$ cat src/rtl/hazard_pkg.sv
// Shared constants, FSM state type and opcode decode helpers for the
// decode-stage hazard / NPU stall controller.
package hazard_pkg;

  localparam logic [6:0] OP_R       = 7'b0110011;
  localparam logic [6:0] OP_IALU    = 7'b0010011;
  localparam logic [6:0] OP_LOAD    = 7'b0000011;
  localparam logic [6:0] OP_STORE   = 7'b0100011;
  localparam logic [6:0] OP_BRANCH  = 7'b1100011;

  localparam logic [6:0] MATR_FUNCT7 = 7'b0000011;

  typedef enum logic [1:0] {
    ST_IDLE = 2'd0,
    ST_REQ  = 2'd1,
    ST_BUSY = 2'd2,
    ST_DONE = 2'd3
  } npu_state_e;

  // rs1 is read by every supported opcode; anything else never hazards.
  function automatic logic uses_rs1(input logic [6:0] opcode);
    logic used;
    case (opcode)
      OP_R, OP_IALU, OP_LOAD, OP_STORE, OP_BRANCH: used = 1'b1;
      default:                                     used = 1'b0;
    endcase
    return used;
  endfunction

  // rs2 is read only by register-register ALU ops, stores and branches.
  function automatic logic uses_rs2(input logic [6:0] opcode);
    logic used;
    case (opcode)
      OP_R, OP_STORE, OP_BRANCH: used = 1'b1;
      default:                   used = 1'b0;
    endcase
    return used;
  endfunction

endpackage

$ cat src/rtl/hazard_stall_unit_if.sv
// Signal bundle between the decode stage / NPU and the hazard stall unit.
// The master side drives instruction fields and NPU handshake inputs; the
// slave side (the stall unit) returns pipeline control.
interface hazard_stall_unit_if;

  logic [6:0] id_opcode;
  logic [6:0] id_funct7;
  logic [4:0] id_rs1;
  logic [4:0] id_rs2;
  logic       ex_mem_read;
  logic [4:0] ex_rd;
  logic       npu_ready;
  logic       npu_done;

  logic       ctrl_src;
  logic       pc_write;
  logic       ifid_write;
  logic       npu_stall;
  logic       npu_start;
  logic       npu_timeout;

  modport master (
    output id_opcode, id_funct7, id_rs1, id_rs2, ex_mem_read, ex_rd,
           npu_ready, npu_done,
    input  ctrl_src, pc_write, ifid_write, npu_stall, npu_start, npu_timeout
  );

  modport slave (
    input  id_opcode, id_funct7, id_rs1, id_rs2, ex_mem_read, ex_rd,
           npu_ready, npu_done,
    output ctrl_src, pc_write, ifid_write, npu_stall, npu_start, npu_timeout
  );

endinterface

$ cat src/rtl/hazard_stall_unit_npu_watchdog.sv
// Busy-cycle counter for the NPU job. Cleared when the job is launched,
// advanced once per busy cycle; tc_o marks the busy cycle on which the
// count reaches all-ones, i.e. the (2^TIMEOUT_W - 1)-th busy cycle.
module npu_watchdog #(
  parameter int unsigned TIMEOUT_W = 10
) (
  input  logic clk,
  input  logic reset,
  input  logic clr_i,
  input  logic en_i,
  output logic tc_o
);

  localparam logic [TIMEOUT_W-1:0] CNT_ONE = TIMEOUT_W'(1);
  localparam logic [TIMEOUT_W-1:0] CNT_MAX = {TIMEOUT_W{1'b1}};
  localparam logic [TIMEOUT_W-1:0] TC_VAL  = CNT_MAX - CNT_ONE;

  logic [TIMEOUT_W-1:0] cnt_q;
  logic [TIMEOUT_W-1:0] cnt_d;

  // Next count: clear has priority over increment, otherwise hold.
  always_comb begin
    cnt_d = cnt_q;
    if (clr_i) begin
      cnt_d = '0;
    end else if (en_i) begin
      cnt_d = cnt_q + CNT_ONE;
    end else begin
      cnt_d = cnt_q;
    end
  end

  // Counter register with asynchronous reset.
  always_ff @(posedge clk or posedge reset) begin
    if (reset) begin
      cnt_q <= '0;
    end else begin
      cnt_q <= cnt_d;
    end
  end

  // Terminal count: this busy cycle brings the counter to all-ones.
  // Deliberately independent of en_i so the FSM can consume it without a
  // combinational loop through its own enable.
  always_comb begin
    tc_o = (cnt_q == TC_VAL);
  end

endmodule

$ cat src/rtl/hazard_stall_unit.sv
// Decode-stage hazard and stall controller. Inserts a one-cycle bubble on
// load-use hazards and sequences the NPU handshake for the matr
// instruction, freezing the pipeline until the NPU finishes or the
// watchdog expires.
module hazard_stall_unit #(
  parameter int unsigned TIMEOUT_W = 10
) (
  input logic               clk,
  input logic               reset,
  hazard_stall_unit_if.slave bus
);

  import hazard_pkg::*;

  npu_state_e state_q;
  npu_state_e state_d;
  logic       timeout_q;
  logic       timeout_d;

  logic matr_id_s;
  logic rs1_hit_s;
  logic rs2_hit_s;
  logic load_use_s;
  logic wd_clr_s;
  logic wd_en_s;
  logic wd_tc_s;
  logic npu_stall_s;
  logic npu_start_s;
  logic ctrl_src_s;
  logic pc_write_s;
  logic ifid_write_s;

  // Instruction decode: matr detection and load-use hazard against ID/EX.
  always_comb begin
    matr_id_s  = (bus.id_opcode == OP_R) && (bus.id_funct7 == MATR_FUNCT7);
    rs1_hit_s  = uses_rs1(bus.id_opcode) && (bus.ex_rd == bus.id_rs1);
    rs2_hit_s  = uses_rs2(bus.id_opcode) && (bus.ex_rd == bus.id_rs2);
    load_use_s = bus.ex_mem_read && (bus.ex_rd != 5'd0) && (rs1_hit_s || rs2_hit_s);
  end

  npu_watchdog #(
    .TIMEOUT_W (TIMEOUT_W)
  ) u_npu_watchdog (
    .clk   (clk),
    .reset (reset),
    .clr_i (wd_clr_s),
    .en_i  (wd_en_s),
    .tc_o  (wd_tc_s)
  );

  // NPU sequencing FSM: next state, stall/start and watchdog control.
  // A matr that coincides with a load-use hazard waits for the bubble.
  always_comb begin
    state_d     = state_q;
    timeout_d   = timeout_q;
    wd_clr_s    = 1'b0;
    wd_en_s     = 1'b0;
    npu_stall_s = 1'b0;
    npu_start_s = 1'b0;
    case (state_q)
      ST_IDLE: begin
        if (matr_id_s && !load_use_s) begin
          npu_stall_s = 1'b1;
          state_d     = ST_REQ;
        end else begin
          state_d     = ST_IDLE;
        end
      end
      ST_REQ: begin
        npu_stall_s = 1'b1;
        npu_start_s = bus.npu_ready;
        if (bus.npu_ready) begin
          wd_clr_s = 1'b1;
          state_d  = ST_BUSY;
        end else begin
          state_d  = ST_REQ;
        end
      end
      ST_BUSY: begin
        npu_stall_s = 1'b1;
        wd_en_s     = 1'b1;
        if (bus.npu_done) begin
          state_d   = ST_DONE;
        end else if (wd_tc_s) begin
          timeout_d = 1'b1;
          state_d   = ST_DONE;
        end else begin
          state_d   = ST_BUSY;
        end
      end
      ST_DONE: begin
        // Stall drops so matr leaves ID; returning to IDLE unconditionally
        // keeps the same instruction from launching a second job.
        state_d = ST_IDLE;
      end
      default: begin
        state_d = ST_IDLE;
      end
    endcase
  end

  // Pipeline control: bubble on load-use, freeze PC and IF/ID on any stall.
  always_comb begin
    ctrl_src_s = load_use_s;
    if (load_use_s || npu_stall_s) begin
      pc_write_s   = 1'b0;
      ifid_write_s = 1'b0;
    end else begin
      pc_write_s   = 1'b1;
      ifid_write_s = 1'b1;
    end
  end

  // State and sticky timeout flag; reset aborts any job without notifying
  // the NPU.
  always_ff @(posedge clk or posedge reset) begin
    if (reset) begin
      state_q   <= ST_IDLE;
      timeout_q <= 1'b0;
    end else begin
      state_q   <= state_d;
      timeout_q <= timeout_d;
    end
  end

  assign bus.ctrl_src    = ctrl_src_s;
  assign bus.pc_write    = pc_write_s;
  assign bus.ifid_write  = ifid_write_s;
  assign bus.npu_stall   = npu_stall_s;
  assign bus.npu_start   = npu_start_s;
  assign bus.npu_timeout = timeout_q;

endmodule

$ cat src/flat_wrapper.sv
// flat-port wrapper written by rule: the top's interface ports become plain ports
module hazard_stall_unit_flat import hazard_pkg::*;
#(
  parameter int unsigned TIMEOUT_W = 10
)
  (clk, reset, bus_id_opcode, bus_id_funct7, bus_id_rs1, bus_id_rs2, bus_ex_mem_read, bus_ex_rd, bus_npu_ready, bus_npu_done, bus_ctrl_src, bus_pc_write, bus_ifid_write, bus_npu_stall, bus_npu_start, bus_npu_timeout);
  hazard_stall_unit_if bus_i ();
  input logic clk;
  input logic reset;
  input wire logic [$bits(bus_i.id_opcode)-1:0] bus_id_opcode;
  input wire logic [$bits(bus_i.id_funct7)-1:0] bus_id_funct7;
  input wire logic [$bits(bus_i.id_rs1)-1:0] bus_id_rs1;
  input wire logic [$bits(bus_i.id_rs2)-1:0] bus_id_rs2;
  input wire logic [$bits(bus_i.ex_mem_read)-1:0] bus_ex_mem_read;
  input wire logic [$bits(bus_i.ex_rd)-1:0] bus_ex_rd;
  input wire logic [$bits(bus_i.npu_ready)-1:0] bus_npu_ready;
  input wire logic [$bits(bus_i.npu_done)-1:0] bus_npu_done;
  output wire logic [$bits(bus_i.ctrl_src)-1:0] bus_ctrl_src;
  output wire logic [$bits(bus_i.pc_write)-1:0] bus_pc_write;
  output wire logic [$bits(bus_i.ifid_write)-1:0] bus_ifid_write;
  output wire logic [$bits(bus_i.npu_stall)-1:0] bus_npu_stall;
  output wire logic [$bits(bus_i.npu_start)-1:0] bus_npu_start;
  output wire logic [$bits(bus_i.npu_timeout)-1:0] bus_npu_timeout;
  assign bus_i.id_opcode = bus_id_opcode;
  assign bus_i.id_funct7 = bus_id_funct7;
  assign bus_i.id_rs1 = bus_id_rs1;
  assign bus_i.id_rs2 = bus_id_rs2;
  assign bus_i.ex_mem_read = bus_ex_mem_read;
  assign bus_i.ex_rd = bus_ex_rd;
  assign bus_i.npu_ready = bus_npu_ready;
  assign bus_i.npu_done = bus_npu_done;
  assign bus_ctrl_src = bus_i.ctrl_src;
  assign bus_pc_write = bus_i.pc_write;
  assign bus_ifid_write = bus_i.ifid_write;
  assign bus_npu_stall = bus_i.npu_stall;
  assign bus_npu_start = bus_i.npu_start;
  assign bus_npu_timeout = bus_i.npu_timeout;
  hazard_stall_unit #(.TIMEOUT_W(TIMEOUT_W)) u_core (.clk(clk), .reset(reset), .bus(bus_i));
endmodule
$ cat config.mk
export PLATFORM = sky130hd
export DESIGN_NAME = hazard_stall_unit_flat
export DESIGN_NICKNAME = d
export VERILOG_FILES = /design/src/rtl/hazard_pkg.sv /design/src/rtl/hazard_stall_unit_if.sv /design/src/rtl/hazard_stall_unit_npu_watchdog.sv /design/src/rtl/hazard_stall_unit.sv /design/src/flat_wrapper.sv
export SDC_FILE = /design/constraint.sdc
export NUM_CORES = 1
export LEC_CHECK = 0
export CAP_MARGIN = 25
export CELL_PAD_IN_SITES_DETAIL_PLACEMENT = 0
export CELL_PAD_IN_SITES_GLOBAL_PLACEMENT = 2
export CORE_MARGIN = 1
export CORE_UTILIZATION = 25
export CTS_CLUSTER_SIZE = 8
export DETAILED_ROUTE_END_ITERATION = 8
export GPL_TIMING_DRIVEN = 1
export PLACE_DENSITY = 0.91
export SLEW_MARGIN = 40
export SYNTH_ARGS = -nofsm -noshare
export SYNTH_HDL_FRONTEND = slang
export SYNTH_SLANG_ARGS = --single-unit
$ cat constraint.sdc
create_clock -name clk -period 5.7 [get_ports clk]
set_input_delay 1.71 -clock clk [delete_from_list [all_inputs] [get_ports clk]]
set_output_delay 1.71 -clock clk [all_outputs]
set_load 0.005 [all_outputs]
# After elaboration in Yosys (flattened, before gate mapping)
# Index checks and enable logic that the tools add are counted.
[classes]
bitwise = 1
n_mux = 16
add_sub_neg = 1
n_eq_ne = 12
n_reduce_logical = 16
[ops]
columns = ["cell", "n"]
rows = [
  ["$mux W10", 2],
  ["$eq A7 B2 Y1 const B", 2],
  ["$eq A7 B6 Y1 const B", 2],
  ["$add A10 B1 Y10 const B", 1],
  ["$eq A10 B10 Y1 const B", 1],
  ["$eq A5 B5 Y1", 2],
  ["$mux W1", 10],
  ["$pmux W2 S4", 1],
  ["$eq A7 B5 Y1 const B", 1],
  ["$eq A7 B7 Y1 const B", 1],
  ["$logic_and A1 B1 Y1", 6],
  ["$reduce_bool A5 Y1", 1],
  ["$reduce_or A5 Y1", 1],
  ["$eq A2 B2 Y1 const B", 2],
  ["$mux W2", 2],
  ["$reduce_and A3 Y1", 1],
  ["$reduce_or A3 Y1", 1],
  ["$eq A2 B1 Y1 const B", 1],
  ["$logic_not A2 Y1", 1],
  ["$logic_or A1 B1 Y1", 2],
  ["$pmux W1 S2", 1],
  ["$reduce_bool A2 Y1", 1],
  ["$reduce_or A2 Y1", 1],
  ["$logic_not A1 Y1", 1],
  ["$not A1 Y1", 1],
]
[word_totals]
elab_cells = 49
in_bits = 34
output_inout_bits = 6
reg_bits = 13

# Longest topological paths before layout
# Gate-level depths: netlist of the first run.
[logic_depth]
ltp_word = 12
depth_mapped = 7
mapped_depth_nobuf = 6

# Modules after synthesis
# From an unflattened synthesis of the first run, not the netlist that was laid out.
[unflattened]
cells_unflattened = 104
hier_area_um2 = 1004.7
[by_module_without_submodules]
columns = ["module", "area_each_um2", "cells_each", "n_inst"]
rows = [
  ["npu_watchdog", 533.0, 53, 1],
  ["hazard_stall_unit", 471.7, 51, 1],
]

# Worst setup path after synthesis of the first run
# No wires, ideal clock.
[synth_timing]
path_type = "input-to-output"
from = "in bus_id_opcode[6]"
to = "out bus_pc_write"
cell_stages = 5
slack_ns = 1.145
arrival_ns = 2.845
path_buffers = 1
t_required_ns = 3.990
cell_sequence = "or4_1 -> nor4_2 -> a21oi_1 -> a2bb2oi_1 -> buf_4"
[synth_between]
elab_chain_cells = 12
[synth_rtl]
columns = ["item", "line_no", "source"]
rows = [
  ["start, declared", "flat_wrapper.sv:10", "input wire logic [$bits(bus_i.id_opcode)-1:0] bus_id_opcode;"],
  ["$eq A7 B5 Y1 (tied with other cells)", "hazard_pkg.sv:23", "case (opcode)"],
  ["$reduce_or A5 Y1 or $reduce_or A3 Y1 (tied branches)", "hazard_pkg.sv:23, hazard_pkg.sv:33", ""],
  ["$mux W1 (on tied branches)", "hazard_pkg.sv:23, hazard_pkg.sv:33", ""],
  ["$logic_and A1 B1 Y1 (on tied branches)", "hazard_stall_unit.sv:36, hazard_stall_unit.sv:37", ""],
  ["$logic_or A1 B1 Y1", "hazard_stall_unit.sv:38", "load_use_s = bus.ex_mem_read && (bus.ex_rd != 5'd0) && (rs1_hit_s || rs2_hit_s);"],
  ["$logic_and A1 B1 Y1", "hazard_stall_unit.sv:38", ""],
  ["$logic_not A1 Y1", "hazard_stall_unit.sv:62", "if (matr_id_s && !load_use_s) begin"],
  ["$logic_and A1 B1 Y1", "hazard_stall_unit.sv:62", ""],
  ["$mux W1", "hazard_stall_unit.sv:62", ""],
  ["$pmux W1 S2", "hazard_stall_unit.sv:60", "case (state_q)"],
  ["$logic_or A1 B1 Y1 (*)", "hazard_stall_unit.sv:105", "if (load_use_s || npu_stall_s) begin"],
  ["$mux W1 (*)", "--", ""],
  ["end, declared", "flat_wrapper.sv:19", "output wire logic [$bits(bus_i.pc_write)-1:0] bus_pc_write;"],
]
# Mark *: on every way between the ends. The rest lies on a longest branch, timed or not.

# Final worst setup path of the first run
[layout_timing]
from = "in bus_id_opcode[6]"
to = "out bus_npu_stall"
[layout_between]
elab_chain_cells = 10
[layout_rtl]
columns = ["item", "line_no", "source"]
rows = [
  ["$eq A7 B5 Y1 (tied with other cells)", "hazard_pkg.sv:23", ""],
  ["$reduce_or A5 Y1 or $reduce_or A3 Y1 (tied branches)", "hazard_pkg.sv:23, hazard_pkg.sv:33", ""],
  ["$mux W1 (on tied branches)", "hazard_pkg.sv:23, hazard_pkg.sv:33", ""],
  ["$logic_and A1 B1 Y1 (on tied branches)", "hazard_stall_unit.sv:36, hazard_stall_unit.sv:37", ""],
  ["$logic_or A1 B1 Y1", "hazard_stall_unit.sv:38", ""],
  ["$logic_and A1 B1 Y1", "hazard_stall_unit.sv:38", ""],
  ["$logic_not A1 Y1", "hazard_stall_unit.sv:62", ""],
  ["$logic_and A1 B1 Y1 (*)", "hazard_stall_unit.sv:62", ""],
  ["$mux W1 (*)", "hazard_stall_unit.sv:62", ""],
  ["$pmux W1 S2 (*)", "hazard_stall_unit.sv:60", ""],
  ["end, declared", "flat_wrapper.sv:21", "output wire logic [$bits(bus_i.npu_stall)-1:0] bus_npu_stall;"],
]
# Marked as above.

==> impl_metrics.tcl, run 1 <==
set metrics [dict create \
    grt_pass1_vias 931 \
    slew_viol_final 0 \
    synth_top_family_by_area "simple AND/OR/NAND/NOR gates" \
    yosysWarnings 0 \
    track_usage_pct 12.2 \
    numCtsBuffers 3 \
    clk_pin_slew_worst_paths_ns 0.06 \
    io_buffers 39 \
    cpPeakStageDelay_ns 0.59 \
    final_hold_viol_count 0 \
    worst_pin_slew_ns 0.514 \
    grt-ovfl-total 0 \
    drt-pass1-iter-count 4 \
    fin_tns_setup_ns 0 \
    synth-compound-area-share_pct 12.7 \
    io_pins 40 \
    synth.avg_cell_area_um2 9.18 \
    grt_max_degree 14 \
    slew_headroom_pct 65.7 \
    hpwl_um 1860 \
    synthCells 103 \
    worst_path_most_repeated_cell "clkdlybuf4s50_1" \
    n_antenna_cell 0 \
    placement_rows 21 \
    synth_top_area_share_pct 34.4 \
    fin_skew_ns 0.00572 \
    leakage_nw 0.606 \
    cts-root-buf "clkbuf_8" \
    synth_flop_cell "dfrtp_1" \
    fin_crit_ns 5.59 \
    worstSetupStartpointType "input port" \
    synthMuxAreaShare_pct 1.06 \
    synth_cell_types 30 \
    netlist_top_cells_area "dfrtp_1, xnor2_1, ha_1" \
    dr.first_iter.drc_count 36 \
    synth_adder_area_share_pct 9.26 \
    netlist_area_um2 946 \
    gp_congestion 0.712 \
    synth-edff-count 0 \
    area_growth_pct 52.2 \
    grt_pass1_wl_um 3860 \
    dieHeight_um 63.5 \
    wl_per_cell_um 11.7 \
    crit_required_ns 3.99 \
    hold_class "register to register" \
    finalCritPeriodShare_pct 98.1 \
    cts_max_level 1 \
    drc 0 \
    route.vias.total 879 \
    clk_latency_ns 0.25 \
    instances_no_fill 190 \
    slowest_stage "or4_1" \
    ys_seq_area_share_pct 34.4 \
    power_density_nw_per_um2 274 \
    crit_chain "clkdlybuf4s50_1, or4_1, nor4_4, a21oi_1, a311oi_2, clkdlybuf4s50_1" \
    fin_nets 186 \
    drive_gt1_share_pct 5.56 \
    cts_tree "yes" \
    r2r_setup_slack_ns 3.93 \
    critPathKind "input port to primary output" \
    rsz0062_at_grt "no" \
    syn_nets 144 \
    fmax_mhz 179 \
    die_w_um 63.5 \
    cp-end-kind "primary output" \
    synth.ff_latch_count 13 \
    maxCapViolations 0 \
    start_util_pct 27.3 \
    ys_async_sr_fraction_pct 100 \
    clockBufferDepth 2 \
    clkSinkCount 13 \
    avgViaCountPerCell 4.63 \
    antenna_found_initial 0 \
    synth_common_cells "dfrtp_1, xnor2_1, inv_1" \
    outcome "finished, final reports clean" \
    wirelength_um 2220 \
    synth-simple-area-share_pct 22.5 \
    fp.dieArea_um2 4030 \
    yosysMostFrequentCell "dfrtp_1" \
    max-vdd-ir-drop_mv 0.144 \
    synth_top_area_cell "dfrtp_1" \
    crit_fanout 3 \
    final_antenna_net_count 0 \
    dpl.cell_count 186 \
    core_um2 3470 \
    setup_viol 0 \
    synth_xor_area_share_pct 14.8 \
    arrival_ns 3.88 \
]
[layer usage]
metal,GRT usage [%],vias to the layer above,share of wire [%]
li1,-,436,-
met1,12.4,399,40
met2,23.0,42,49
met3,4.53,2,10
met4,3.41,0,0.54
met5,0,-,0
[layout by cell type, fill, tap and decap left out, types with 3 or more instances in the layout]
master,n
nor2_1,7
clkbuf_8,3
nand4_1,5
a21oi_1,6
inv_1,9
xnor2_1,12
clkdlybuf4s50_1,39
nand2_1,8
ha_1,7
dfrtp_1,13
o21ai_0,6
xor2_1,4
or3_1,3
[per-stage QoR]
step           total power [mW]  instance area (µm²)  util [%]  setup WS, ns  hold slack, ns
2_1_floorplan             0.231                  946         -          1.14           0.451
3_3_place_gp              0.310                 1390      39.9         0.120           0.442
3_5_place_dp              0.314                 1390      39.9        0.0701           0.457
4_1_cts                   0.400                 1430      41.3        0.0586           0.471
5_1_grt                   0.431                 1440      41.5        0.0119           0.492
6_report                  0.394                 1440      41.5         0.109           0.464
[kinds of logic (layout without fill, tap and decap cells)]
group / count (synthesis) / in the layout
buffers and inverters: 12 / 53
AOI/OAI and AO/OA: 19 / 19
xor gates and xnor gates: 16 / 16
DFF: 13 / 13
adders and majority gates: 7 / 7
and+or+nand+nor: 35 / 35
muxes: 1 / 1
[final cells by class]
cell class / instances / area (µm²)
Clock buffer: 3 / 41.3
Sequential cell: 13 / 325
Tap cell: 46 / 57.6
Clock inverter: 1 / 5.00
Fill cell: 374 / 2030
Inverter: 9 / 33.8
Multi-Input combinational cell: 78 / 579
Timing Repair Buffer: 40 / 398
[worst max-delay path: cells and delay by family]
family	cells	cell delay (ns)
compound gates	2	0.39
buf+inv	2	0.99
simple gates	2	0.79
[timing repair]
action                                  CTS  global route
gates resized for setup                   0             1
hold buffers                              0             0
endpoints found under the setup margin    0             1
buffers inserted                          0             0
[power by group]
group | internal, mW | switching (mW) | total, mW
Clock | 0.0483 | 0.0351 | 0.0834
Sequential | 0.107 | 0.0157 | 0.123
Combinational | 0.105 | 0.0828 | 0.188
Total | 0.261 | 0.134 | 0.394
[path summary, 6_finish.rpt]
kind | start | end | cells past startpoint
hold / removal | u_core.bus.npu_timeout | u_core.bus.npu_timeout | 1
min in group asynchronous | reset | asynchronous set/reset pin | 2
hold reg to reg | u_core.bus.npu_timeout | u_core.bus.npu_timeout | 1
setup reg to reg | u_core.state_q[0] | u_core.u_npu_watchdog.cnt_q[8] | 6
setup / recovery | bus_id_opcode[6] | bus_npu_stall | 6
max in group asynchronous | reset | u_core.u_npu_watchdog.cnt_q[3] | 2
[sequential cells by signal, indices dropped and copies added (netlist names), named ones only]
| name | flops |
|---|---|
| u_core.u_npu_watchdog.cnt_q | 10 |
| u_core.bus.npu_timeout | 1 |
| u_core.state_q | 1 |
Note: power is estimated with default switching activity, not from simulation.
==> run 2: changes to the inputs <==
- CORE_UTILIZATION: 25 -> 26
- CTS_BUF_LIST: unset -> sky130_fd_sc_hd__clkbuf_4
- PLACE_DENSITY: 0.91 -> 0.94
==> run 2 against run 1 <==
Effect of this change:
- non-clock buffer count unchanged
- core utilization up 0.24 points
- worst hold slack better by 0.0067 ns
- sequential share of layout area increased by 0.22 points
- clock power fell by 25%
- wire length shrank 4.1%
- sequential power is essentially flat
- clock-buffer cell count is 1 higher
- cell count unchanged
- first-iteration DRC count fell by 17%
- register-to-register slack worse by 0.02 ns
- critical path type unchanged
- largest cell class unchanged
==> impl_metrics.tcl, run 2 (synthesis results as in run 1) <==
set metrics [dict create \
    gp_congestion 0.674 \
    regMostFlops "u_core.u_npu_watchdog.cnt_q" \
    grt_max_degree 14 \
    slew_headroom_pct 65.8 \
    max-vdd-ir-drop_mv 0.153 \
    route.vias.total 859 \
    antenna_found_initial 0 \
    track_usage_pct 11.6 \
    use_met2_pct 21.3 \
    p_clk_share_pct 16.9 \
    clk_latency_ns 0.27 \
    fin_skew_ns 0.00336 \
    cts_tree "yes" \
    p_int_mw 0.242 \
    clk_pin_slew_worst_paths_ns 0.08 \
    core_um2 3420 \
    wirelength_um 2130 \
    slew_viol_final 0 \
    cts_max_level 1 \
    clkSinkCount 13 \
    io_buffers 39 \
    drt-pass1-iter-count 3 \
    grt_pass1_wl_um 3550 \
    area_growth_pct 50.8 \
    dieHeight_um 62.3 \
    final_antenna_net_count 0 \
    dr.first_iter.drc_count 30 \
    fp.dieArea_um2 3880 \
    gr-usage-met1_pct 11.5 \
    power_mw 0.368 \
    grt.busiest_layer "met2" \
    clockBufferDepth 2 \
    fmax_mhz 182 \
    worstSetupStartpointType "input port" \
    dpl.cell_count 186 \
    fin_tns_setup_ns 0 \
    hold_slack_ns 0.470 \
    grt_pass1_vias 847 \
    largest_register_ffs 10 \
    crit_required_ns 3.99 \
    post_cts_buffers 0 \
    leakage_nw 0.613 \
    drive_gt1_share_pct 5.56 \
    io_pins 40 \
    numCtsBuffers 3 \
    p_switching_mw 0.126 \
    use_met3_pct 5.33 \
    p_seq_share_pct 33.2 \
    crit_fanout 4 \
    fin_crit_ns 5.51 \
    grt-ovfl-total 0 \
    nFillCells 382 \
    arrival_ns 3.80 \
    drc 0 \
    n_antenna_cell 0 \
    wl_per_cell_um 11.2 \
    swShare_pct 34.3 \
    outcome "finished, final reports clean" \
    cts-root-buf "clkbuf_4" \
    layout_common_cells "clkdlybuf4s50_1, dfrtp_1, xnor2_1" \
    rsz0062_at_grt "no" \
    stdcell_area_um2 1430 \
    hold_class "register to register" \
    layout_commonest_cell "clkdlybuf4s50_1" \
    instances_no_fill 190 \
    cp-end-kind "primary output" \
    maxCapViolations 0 \
    critPathKind "input port to primary output" \
    die_w_um 62.3 \
    placement_rows 21 \
    worst_pin_slew_ns 0.512 \
    final_hold_viol_count 0 \
    setup_viol 0 \
    fin_nets 186 \
    pwr-share-comb_pct 49.9 \
    start_util_pct 27.7 \
    avgViaCountPerCell 4.52 \
    power_density_nw_per_um2 258 \
    finalCritPeriodShare_pct 96.6 \
    postPlaceCellArea_um2 1390 \
    hpwl_um 1760 \
    holdBufCountCts 0 \
]
==> run 2: layout make-up <==
class,count,area [µm²],share of cell area (%)
clock buffers,4,30.0,2.11
inverters,9,33.8,2.37
multi-input cells,78,579,40.6
flip-flops and latches,13,325,22.8
well taps,46,57.6,4.04
repair buffers,40,400,28.1
==> run 2: per-layer routing <==
layer,part of all wire [%],wire (µm)
met1,39,837
met2,50,1060
met3,10,215
met4,1.1,23
met5,0,0
==> run 2: worst paths after layout <==
check                                            start                             end  slack, ns  cells after the start
min in group asynchronous                        reset  u_core.u_npu_watchdog.cnt_q[5]       1.76                      2
worst min register to register  u_core.bus.npu_timeout          u_core.bus.npu_timeout       0.47                      1
max in group asynchronous                        reset  u_core.u_npu_watchdog.cnt_q[8]       3.59                      2
worst max register to register       u_core.state_q[0]  u_core.u_npu_watchdog.cnt_q[5]       3.91                      5
worst min-delay path            u_core.bus.npu_timeout          u_core.bus.npu_timeout       0.47                      1
worst max-delay path                      bus_ex_rd[0]                  bus_ifid_write       0.19                      5
==> run 2: what timing repair did <==
item / in CTS / in global routing
hold endpoints to repair: 0 / 0
gates resized for setup: 0 / 2
setup endpoints to repair: 0 / 1
==> run 2: power by group through the flow <==
stage | sequential [mW] | clock, mW | combinational [mW]
global placement | 0.123 | 0 | 0.184
global route | 0.124 | 0.0689 | 0.204
floorplan | 0.121 | 0 | 0.111
detailed placement | 0.124 | 0 | 0.186
CTS | 0.122 | 0.0640 | 0.188
finish | 0.122 | 0.0623 | 0.184
==> run 2: metrics by stage <==
step                setup slack [ns]  utilization [%]
floorplan                       1.14                -
global placement               0.104             40.5
detailed placement            0.0861             40.5
CTS                           0.0742             41.4
global route                   0.110             41.8
finish                         0.193             41.8
==> run 2: worst max-delay path, cell delays in order <==
cell and delay (ns):
clkdlybuf4s50_1 0.47, or4_1 0.54, o211a_1 0.27, a2bb2oi_1 0.25
clkdlybuf4s50_1 0.56
